### src/rtl/control_pipe.sv
// ID-stage control unit: decodes opcode/func into an ID/EX control register,
// stretches loads over LDLAT wait cycles, inserts load-use bubbles and flushes on branches.
module control_pipe #(
  parameter int MCB   = 3,
  parameter int OPW   = 3,
  parameter int RAW   = 3,
  parameter int LDLAT = 1,
  parameter int CNTW  = 16
) (
  input  logic            clk,
  input  logic            rst,
  input  logic            in_valid,
  input  logic [MCB-1:0]  opcode,
  input  logic [1:0]      func,
  input  logic [RAW-1:0]  src_a,
  input  logic [RAW-1:0]  src_b,
  input  logic [RAW-1:0]  dst_addr,
  input  logic            branch_taken,
  output logic            stall_f,
  output logic            ex_valid,
  output logic            ex_reg_dst,
  output logic            ex_ls,
  output logic            ex_isig,
  output logic            ex_swap,
  output logic            ex_branch,
  output logic            ex_memto_reg,
  output logic            ex_mem_write,
  output logic            ex_alu_src,
  output logic            ex_reg_write,
  output logic            ex_jump,
  output logic [OPW-1:0]  ex_alu_op,
  output logic [RAW-1:0]  ex_dst,
  output logic [CNTW-1:0] stall_cnt
);

  typedef struct packed {
    logic           valid;
    logic           reg_dst;
    logic           ls;
    logic           isig;
    logic           swap;
    logic           branch;
    logic           memto_reg;
    logic           mem_write;
    logic           alu_src;
    logic           reg_write;
    logic           jump;
    logic [OPW-1:0] alu_op;
    logic [RAW-1:0] dst;
  } ctrl_t;

  typedef enum logic {RUN, MWAIT} state_t;

  localparam ctrl_t      BUBBLE  = '0;
  localparam logic [2:0] LDLAT_W = 3'(LDLAT);

  state_t     state, state_n;
  logic [2:0] wcnt, wcnt_n;
  ctrl_t      ex, ex_n, dec;
  logic [2:0] op3;
  logic       op_in_range;
  logic       hazard;

  assign op3 = opcode[2:0];

  // Opcodes with any bit set above bit 2 are not part of the instruction set.
  generate
    if (MCB > 3) begin : g_wide_op
      assign op_in_range = (opcode[MCB-1:3] == '0);
    end else begin : g_narrow_op
      assign op_in_range = 1'b1;
    end
  endgenerate

  function automatic logic [OPW-1:0] alu_code(input logic [2:0] code);
    return OPW'(code);
  endfunction

  // NOTE: every signal written in a combinational block gets a default first,
  // so no path through the case/if leaves it unassigned and no latch is inferred.
  always_comb begin
    dec           = BUBBLE;
    dec.valid     = 1'b1;
    dec.reg_write = 1'b1;
    dec.alu_op    = '1;
    dec.dst       = dst_addr;
    unique case (op3)
      3'b000: begin
        dec.reg_dst = 1'b1;
        dec.alu_op  = alu_code(3'b000);
      end
      3'b001: begin
        dec.branch    = 1'b1;
        dec.alu_src   = 1'b1;
        dec.alu_op    = alu_code(3'b001);
        dec.reg_write = 1'b0;
      end
      3'b010: begin
        dec.reg_dst = 1'b1;
        dec.alu_op  = alu_code(3'b010);
      end
      3'b011: begin
        dec.reg_dst = 1'b1;
        dec.alu_src = 1'b1;
        dec.alu_op  = alu_code(3'b011);
      end
      3'b100: begin
        dec.memto_reg = 1'b1;
        dec.ls        = 1'b1;
        dec.alu_src   = 1'b1;
        dec.isig      = 1'b1;
        dec.alu_op    = alu_code(3'b100);
      end
      3'b101: begin
        dec.mem_write = 1'b1;
        dec.alu_src   = 1'b1;
        dec.swap      = 1'b1;
        dec.isig      = 1'b1;
        dec.alu_op    = alu_code(3'b101);
        dec.reg_write = 1'b0;
      end
      3'b110: begin
        dec.jump      = 1'b1;
        dec.alu_op    = alu_code(3'b110);
        dec.reg_write = 1'b0;
      end
      3'b111: begin
        dec.reg_dst = 1'b1;
        dec.alu_op  = alu_code(3'b111);
        if (func == 2'b10) dec.swap = 1'b1;
        else               dec.isig = 1'b1;
      end
    endcase
    if (!(in_valid && op_in_range)) dec = BUBBLE;
  end

  // Register 0 is compared like any other address: no special case.
  assign hazard = ex.valid && ex.ls && ex.reg_write && in_valid &&
                  ((ex.dst == src_a) || (ex.dst == src_b));

  always_comb begin
    state_n = state;
    wcnt_n  = wcnt;
    ex_n    = ex;
    stall_f = 1'b0;
    unique case (state)
      MWAIT: begin
        // The load owns EX; a branch resolved elsewhere cannot be in EX now.
        stall_f = 1'b1;
        wcnt_n  = wcnt - 3'd1;
        if (wcnt <= 3'd1) state_n = RUN;
      end
      RUN: begin
        if (branch_taken) begin
          ex_n = BUBBLE;
        end else if (hazard) begin
          ex_n    = BUBBLE;
          stall_f = 1'b1;
        end else begin
          ex_n = dec;
          if (dec.valid && dec.ls && (LDLAT != 0)) begin
            state_n = MWAIT;
            wcnt_n  = LDLAT_W;
          end
        end
      end
    endcase
  end

  // NOTE: state registers use non-blocking assignments so every flop samples
  // the pre-edge values, independent of statement order.
  always_ff @(posedge clk or posedge rst) begin
    if (rst) begin
      state     <= RUN;
      wcnt      <= '0;
      ex        <= BUBBLE;
      stall_cnt <= '0;
    end else begin
      state <= state_n;
      wcnt  <= wcnt_n;
      ex    <= ex_n;
      if (stall_f && (stall_cnt != '1)) stall_cnt <= stall_cnt + CNTW'(1);
    end
  end

  assign ex_valid     = ex.valid;
  assign ex_reg_dst   = ex.reg_dst;
  assign ex_ls        = ex.ls;
  assign ex_isig      = ex.isig;
  assign ex_swap      = ex.swap;
  assign ex_branch    = ex.branch;
  assign ex_memto_reg = ex.memto_reg;
  assign ex_mem_write = ex.mem_write;
  assign ex_alu_src   = ex.alu_src;
  assign ex_reg_write = ex.reg_write;
  assign ex_jump      = ex.jump;
  assign ex_alu_op    = ex.alu_op;
  assign ex_dst       = ex.dst;

endmodule

### config.mk
export PLATFORM = sky130hd
export DESIGN_NAME = control_pipe
export DESIGN_NICKNAME = d
export VERILOG_FILES = /design/src/rtl/control_pipe.sv
export SDC_FILE = /design/constraint.sdc
export NUM_CORES = 1
export LEC_CHECK = 0
export BUFFER_PORTS_ARGS = -buffer_cell sky130_fd_sc_hd__buf_4
export CORE_UTILIZATION = 50
export CTS_BUF_LIST = sky130_fd_sc_hd__clkbuf_4 sky130_fd_sc_hd__clkbuf_8
export DETAILED_ROUTE_END_ITERATION = 8
export PLACE_DENSITY = 0.85
export SYNTH_ARGS = -nofsm -noshare
export SYNTH_HDL_FRONTEND = slang
export SYNTH_SLANG_ARGS = --single-unit
### constraint.sdc
create_clock -name clk -period 2.12 [get_ports clk]
set_input_delay 0.212 -clock clk [delete_from_list [all_inputs] [get_ports clk]]
set_output_delay 0.212 -clock clk [all_outputs]
set_load 0.02 [all_outputs]
Yosys cells after proc, flatten, opt, wreduce, memory -nomap -nowiden
Index checks and enable logic that the tools add are counted.
{ "word_totals": {"regBits": 37, "in_bits": 18, "out_inout_bits": 34, "wordCells": 74} }
{ "classes": {"add_sub_neg": 2, "magnitude_cmp": 1, "eq_ne": 14, "muxes": 27, "bitwise_logic": 1, "n_reduce_logical": 13} }
{ "op_table": {"columns": ["operator", "count"], "rows": [
  ["17-bit two-way mux", 3],
  ["3-bit case mux with 8 select lines", 1],
  ["16-bit by 1-bit adder with 16-bit output, second input constant", 1],
  ["16-bit inequality test, second input constant", 1],
  ["1-bit two-way mux", 15],
  ["3-bit equality test, second input constant", 4],
  ["3-bit two-way mux", 3],
  ["1-bit case mux with 2 select lines", 4],
  ["4-bit OR reduction", 2],
  ["3-bit by 2-bit equality test with 1-bit output, second input constant", 2],
  ["3-bit equality test", 2],
  ["1-bit logical AND", 6],
  ["2-bit inequality test, second input constant", 3],
  ["3-bit case mux with 2 select lines", 1],
  ["3-bit by 1-bit equality test with 1-bit output, second input constant", 1],
  ["3-bit by 1-bit less-or-equal comparator with 1-bit output, second input constant", 1],
  ["3-bit zero test", 1],
  ["3-bit AND reduction", 1],
  ["3-bit OR reduction", 1],
  ["3-bit by 1-bit subtractor with 3-bit output, second input constant", 1],
  ["2-bit equality test, second input constant", 1],
  ["2-bit OR reduction", 1],
  ["1-bit logical OR", 1],
  ["1-bit inverter", 1]
]} }

Depth between registers and ports, before layout
{ "logic_depth": {"depth_word": 9, "depth_mapped": 7, "mapped_depth_nobuf": 6} }

Worst setup path after synthesis
No wires, ideal clock.
{ "synth_timing": {"path_kind": "register to register", "start": "reg ex (netlist bit ex_dst[0])", "end": "reg stall_cnt[1]", "arrival_ns": 1.820, "required_time_ns": 1.993, "slack_ns": 0.173, "path_stages_with_launch": 7, "period_less_slack_ns": 1.947, "cell_sequence": "dfrtp_1 > xor2_1 > nor4_1 > or3_1 > buf_6 > and2_4 > mux2_1"} }
{ "synth_via": {"elab_chain_cells": 7} }
{ "synth_lines": {"columns": ["element", "line", "rtl"], "rows": [
  ["start, declared", "59", "ctrl_t ex, ex_n, dec;"],
  ["start signal, assigned", "181", "ex <= ex_n;"],
  ["3-bit equality test", "139", "((ex.dst == src_a) || (ex.dst == src_b));"],
  ["1-bit logical OR (*)", "139", null],
  ["1-bit logical AND (*)", "138", "assign hazard = ex.valid && ex.ls && ex.reg_write && in_valid &&"],
  ["1-bit two-way mux (*)", "156", "end else if (hazard) begin"],
  ["1-bit two-way mux (*)", "154", "if (branch_taken) begin"],
  ["1-bit case mux with 2 select lines (*)", "146", "unique case (state)"],
  ["1-bit logical AND (*)", "182", "if (stall_f && (stall_cnt != '1)) stall_cnt <= stall_cnt + CNTW'(1);"],
  ["end signal, assigned", "182", null],
  ["end, declared", "33", "output logic [CNTW-1:0] stall_cnt"]
]} }
Mark *: on every way between the ends. The rest lies on a longest branch, timed or not.
A chain may end at the register's enable or synchronous reset.

Worst setup path in the final report
{ "layout_timing": {"start": "reg ex (netlist bit ex_dst[0])", "end": "out stall_f"} }
{ "layout_via": {"elab_chain_cells": 6} }
{ "layout_lines": {"columns": ["element", "line", "rtl"], "rows": [
  ["3-bit equality test", "139", null],
  ["1-bit logical OR (*)", "139", null],
  ["1-bit logical AND (*)", "138", null],
  ["1-bit two-way mux (*)", "156", null],
  ["1-bit two-way mux (*)", "154", null],
  ["1-bit case mux with 2 select lines (*)", "146", null],
  ["end, declared", "19", "output logic stall_f,"]
]} }
Marks and branches as above.

==> summary.txt <==
RePlAce Congestion: 0.770
Worst path max stage delay: 0.44 ns
Yosys warns: 0
#FFs+latches synth: 36
Diode count: 0
Post-synthesis sequential area ratio: 49.2%
Nets@finish: 239
CTS tree: done
Largest net degree at the start of global routing: 37
Clock Tree Buf Depth: 2
Crit path from: ex_dst[0]
Status: finished clean
Asr flop ratio synth: 100%
Via/cell ratio: 5.27
Final number of hold-violating endpoints: 0
CP Cell Sequence: xor2_1 -> nor4_1 -> buf_4 -> o21bai_1 -> nand2_1 -> buf_4
Post-Synth Adder-Cell Area: 2.05%
Post-synth top flop: dfrtp_1
Syn_area_per_cell: 11.4 um2
Number of synthesized flops with an enable pin: 0
Drt first pass iters: 4
CP Data Required Time: 1.91 ns
Fraction of the mapped netlist area in compound gates: 10.5%
Cell mode on critical path: buf_4
Crit path kind: flip-flop to output port
Vias in the first global route: 1374
Cells after Synth: 160
DRT Wirelength: 3760 um
CP Capture Type: output port
Min-Delay Path Class: input pin to flip-flop
Clk Latency, worst-skew pair: 0.34 ns
Critical R2R Launch: ex_dst[0]
Worst-path clk slew: 0.11 ns
Drt drc: 0
Fin crit share: 93.1%
RSZ-0062 raised after global routing: false
Startpoint types: flip-flop
Initial antenna violation count: 0
Max transition margin: 69.8%
Slew Viols, Final: 0
Fmax achieved: 507 MHz
Detail Placement HPWL: 2700 um
Mux cell area share after synthesis: 2.39%
VDD IR max: 0.000646 V
Max Clock Skew: 0.0109 ns
Post-DP Area: 2260 um2
GRT met3 Usage: 4.38%
Num CTS Buffers: 5
Area growth, synth to finish: 27.8%
Total GRT Usage: 22.3%
Met1 Use GR: 31.0%
Final hold slack: 0.0731 ns
Largest family of logic cells by synthesized area: simple AND/OR/NAND/NOR gates
Post-route ant nets: 0
Root buf cell: clkbuf_4
CTS sink cnt: 36
PD cells: 906 nW/um2
# Max-Cap Violations: 0
Setup slack after layout: 0.147 ns
# IOs: 52
Slowest CP cell: dfrtp_1
Layout cell share with drive strength beyond 1: 38.4%
1st-iter DRT viols: 57
Cell Area, Synth: 1830 um2
Count of cell types in the netlist: 42
Area occupied by multi-input gates: 851 um2
Die Y: 62.5 um
GRT busiest layer: met2
Port Buffer Count: 51
Synth Area in Simple Gates: 20.4%
H-tree levels: 2
Worst Hold Launch: dst_addr[2]
Register area: 901 um2
Most common cell after layout, fill and taps aside: buf_4
Pre-CTS setup slack: 0.178 ns
Shortest period the worst path allows: 1.97 ns
Vias: 1397
Die area: 3910 um2
Setup-failing EPs final: 0
CP Max Fanout: 4
Overflow after GRT: 0
Met2 usage: 33.7%
Setup_tns: 0 ns
P_leak: 1.16 nW
CP arrival: 1.76 ns
Core footprint: 3420 um2
FP Rows: 21
Post-Synth XOR/XNOR Area: 10.9%
Measured slew at the worst slew-check pin: 0.452 ns
Fillers: 285
WL/cell: 14.2 um
First-pass GRT wire length: 6720 um
Fin area: 2340 um2
Die W: 62.5 um
Initial Util: 53.6%
Synthesized net count: 181
Most frequent cells in the layout: 58 x buf_4, 36 x dfrtp_1, 11 x nand2_1, 11 x xnor2_1, 8 x xor2_1
-- kinds of logic (layout without fill, tap and decap cells) --
| kind of cell | count (synthesis) | after routing |
|---|---|---|
| AND/OR/NAND/NOR | 58 | 58 |
| flip-flops | 36 | 36 |
| AO/OA/AOI/OAI | 24 | 24 |
| XOR/XNOR | 21 | 21 |
| buffers and inverters | 14 | 73 |
| multiplexers | 4 | 4 |
| adder cells (fa/ha/maj) | 3 | 3 |
-- final cells by class --
cell class,instances,area share (%)
clock buffer,6,2.19
inverter,6,0.963
tap,46,2.46
timing repair buffer,59,19.0
sequential,36,38.5
clock inverter,2,0.428
multi-input combinational,110,36.4
-- where the power goes --
group          total (mW)  leakage (nW)  internal (mW)  switching (mW)
clock network       0.386        0.0380          0.158           0.228
logic               0.776         0.642          0.343           0.433
registers           0.957         0.482          0.807           0.149
total                2.12          1.16           1.31           0.810
-- synthesized netlist by cell type (2+ instances only) --
| library cell | instances | area share (%) |
|---|---|---|
| xnor2_1 | 11 | 5.3 |
| buf_4 | 2 | 0.82 |
| xor2_1 | 8 | 3.8 |
| and4_1 | 2 | 0.96 |
| o21ai_0 | 3 | 0.82 |
| o21bai_1 | 2 | 0.82 |
| and3_1 | 5 | 1.7 |
| a21oi_1 | 2 | 0.55 |
| inv_1 | 6 | 1.2 |
| nor2_1 | 6 | 1.2 |
| nor3_1 | 2 | 0.55 |
| nand3_1 | 6 | 1.6 |
| nand4_1 | 4 | 1.4 |
| nor4_1 | 3 | 1.0 |
| a22o_1 | 7 | 3.3 |
| nand3_2 | 7 | 3.8 |
| or3_1 | 2 | 0.68 |
| nand2b_1 | 4 | 1.4 |
| clkbuf_1 | 3 | 0.62 |
| a32o_1 | 3 | 1.6 |
| nand2_1 | 11 | 2.3 |
| mux2_2 | 2 | 1.2 |
| xnor2_2 | 2 | 1.8 |
| dfrtp_1 | 36 | 49 |
| ha_1 | 3 | 2.1 |
| nand3b_1 | 2 | 0.82 |
-- stage by stage --
stage | power (mW) | instances | utilization (%)
after floorplan | 1.48 | 160 | -
final | 2.12 | 265 | 68.5
after detailed placement | 1.74 | 256 | 66.2
after CTS | 2.13 | 265 | 68.5
after global routing | 2.26 | 265 | 68.5
after global placement | 1.72 | 256 | 66.2
-- repair_timing --
item,CTS,global route
buffers inserted,0,0
hold endpoints to repair,36,0
resized for setup,1,0
hold buffers,1,0
setup endpoints to repair,1,0
-- layer usage --
metal  vias up  part of all wire (%)
met5         -                     0
met4         0                   1.9
met3         8                   3.9
met2        33                    46
met1       666                    48
li1        690                     -
-- final timing paths --
path	endpoint	slack (ns)	cells after the start
max in group asynchronous	stall_cnt[0]	1.28	4
worst max-delay path	stall_f	0.15	6
min in group asynchronous	ex_alu_op[0]	0.52	4
worst min-delay path	ex_dst[2]	0.07	2
worst max register to register	stall_cnt[2]	0.26	7
worst min register to register	ex_jump	0.49	2
-- sequential cells by signal, summed over array words and instances (netlist names) --
| register | count |
|---|---|
| ex_mem_write | 1 |
| ex_alu_op | 3 |
| ex_reg_dst | 1 |
| ex_swap | 1 |
| wcnt | 3 |
| ex_jump | 1 |
| ex_branch | 1 |
| stall_cnt | 16 |
| ex_alu_src | 1 |
| ex_reg_write | 1 |
| ex_dst | 3 |
| ex_valid | 1 |
| ex_ls | 1 |
| state | 1 |
| ex_isig | 1 |
-- worst max-delay path, delay by kind of cell, from the launching register on --
kind / cells / cell delay [ns]
DFF: 1 / 0.44
xor gates and xnor gates: 1 / 0.17
and+or+nand+nor: 2 / 0.41
buffers and inverters: 2 / 0.32
AOI/OAI and AO/OA: 1 / 0.08
No activity file was read; power rests on OpenSTA's default activity.
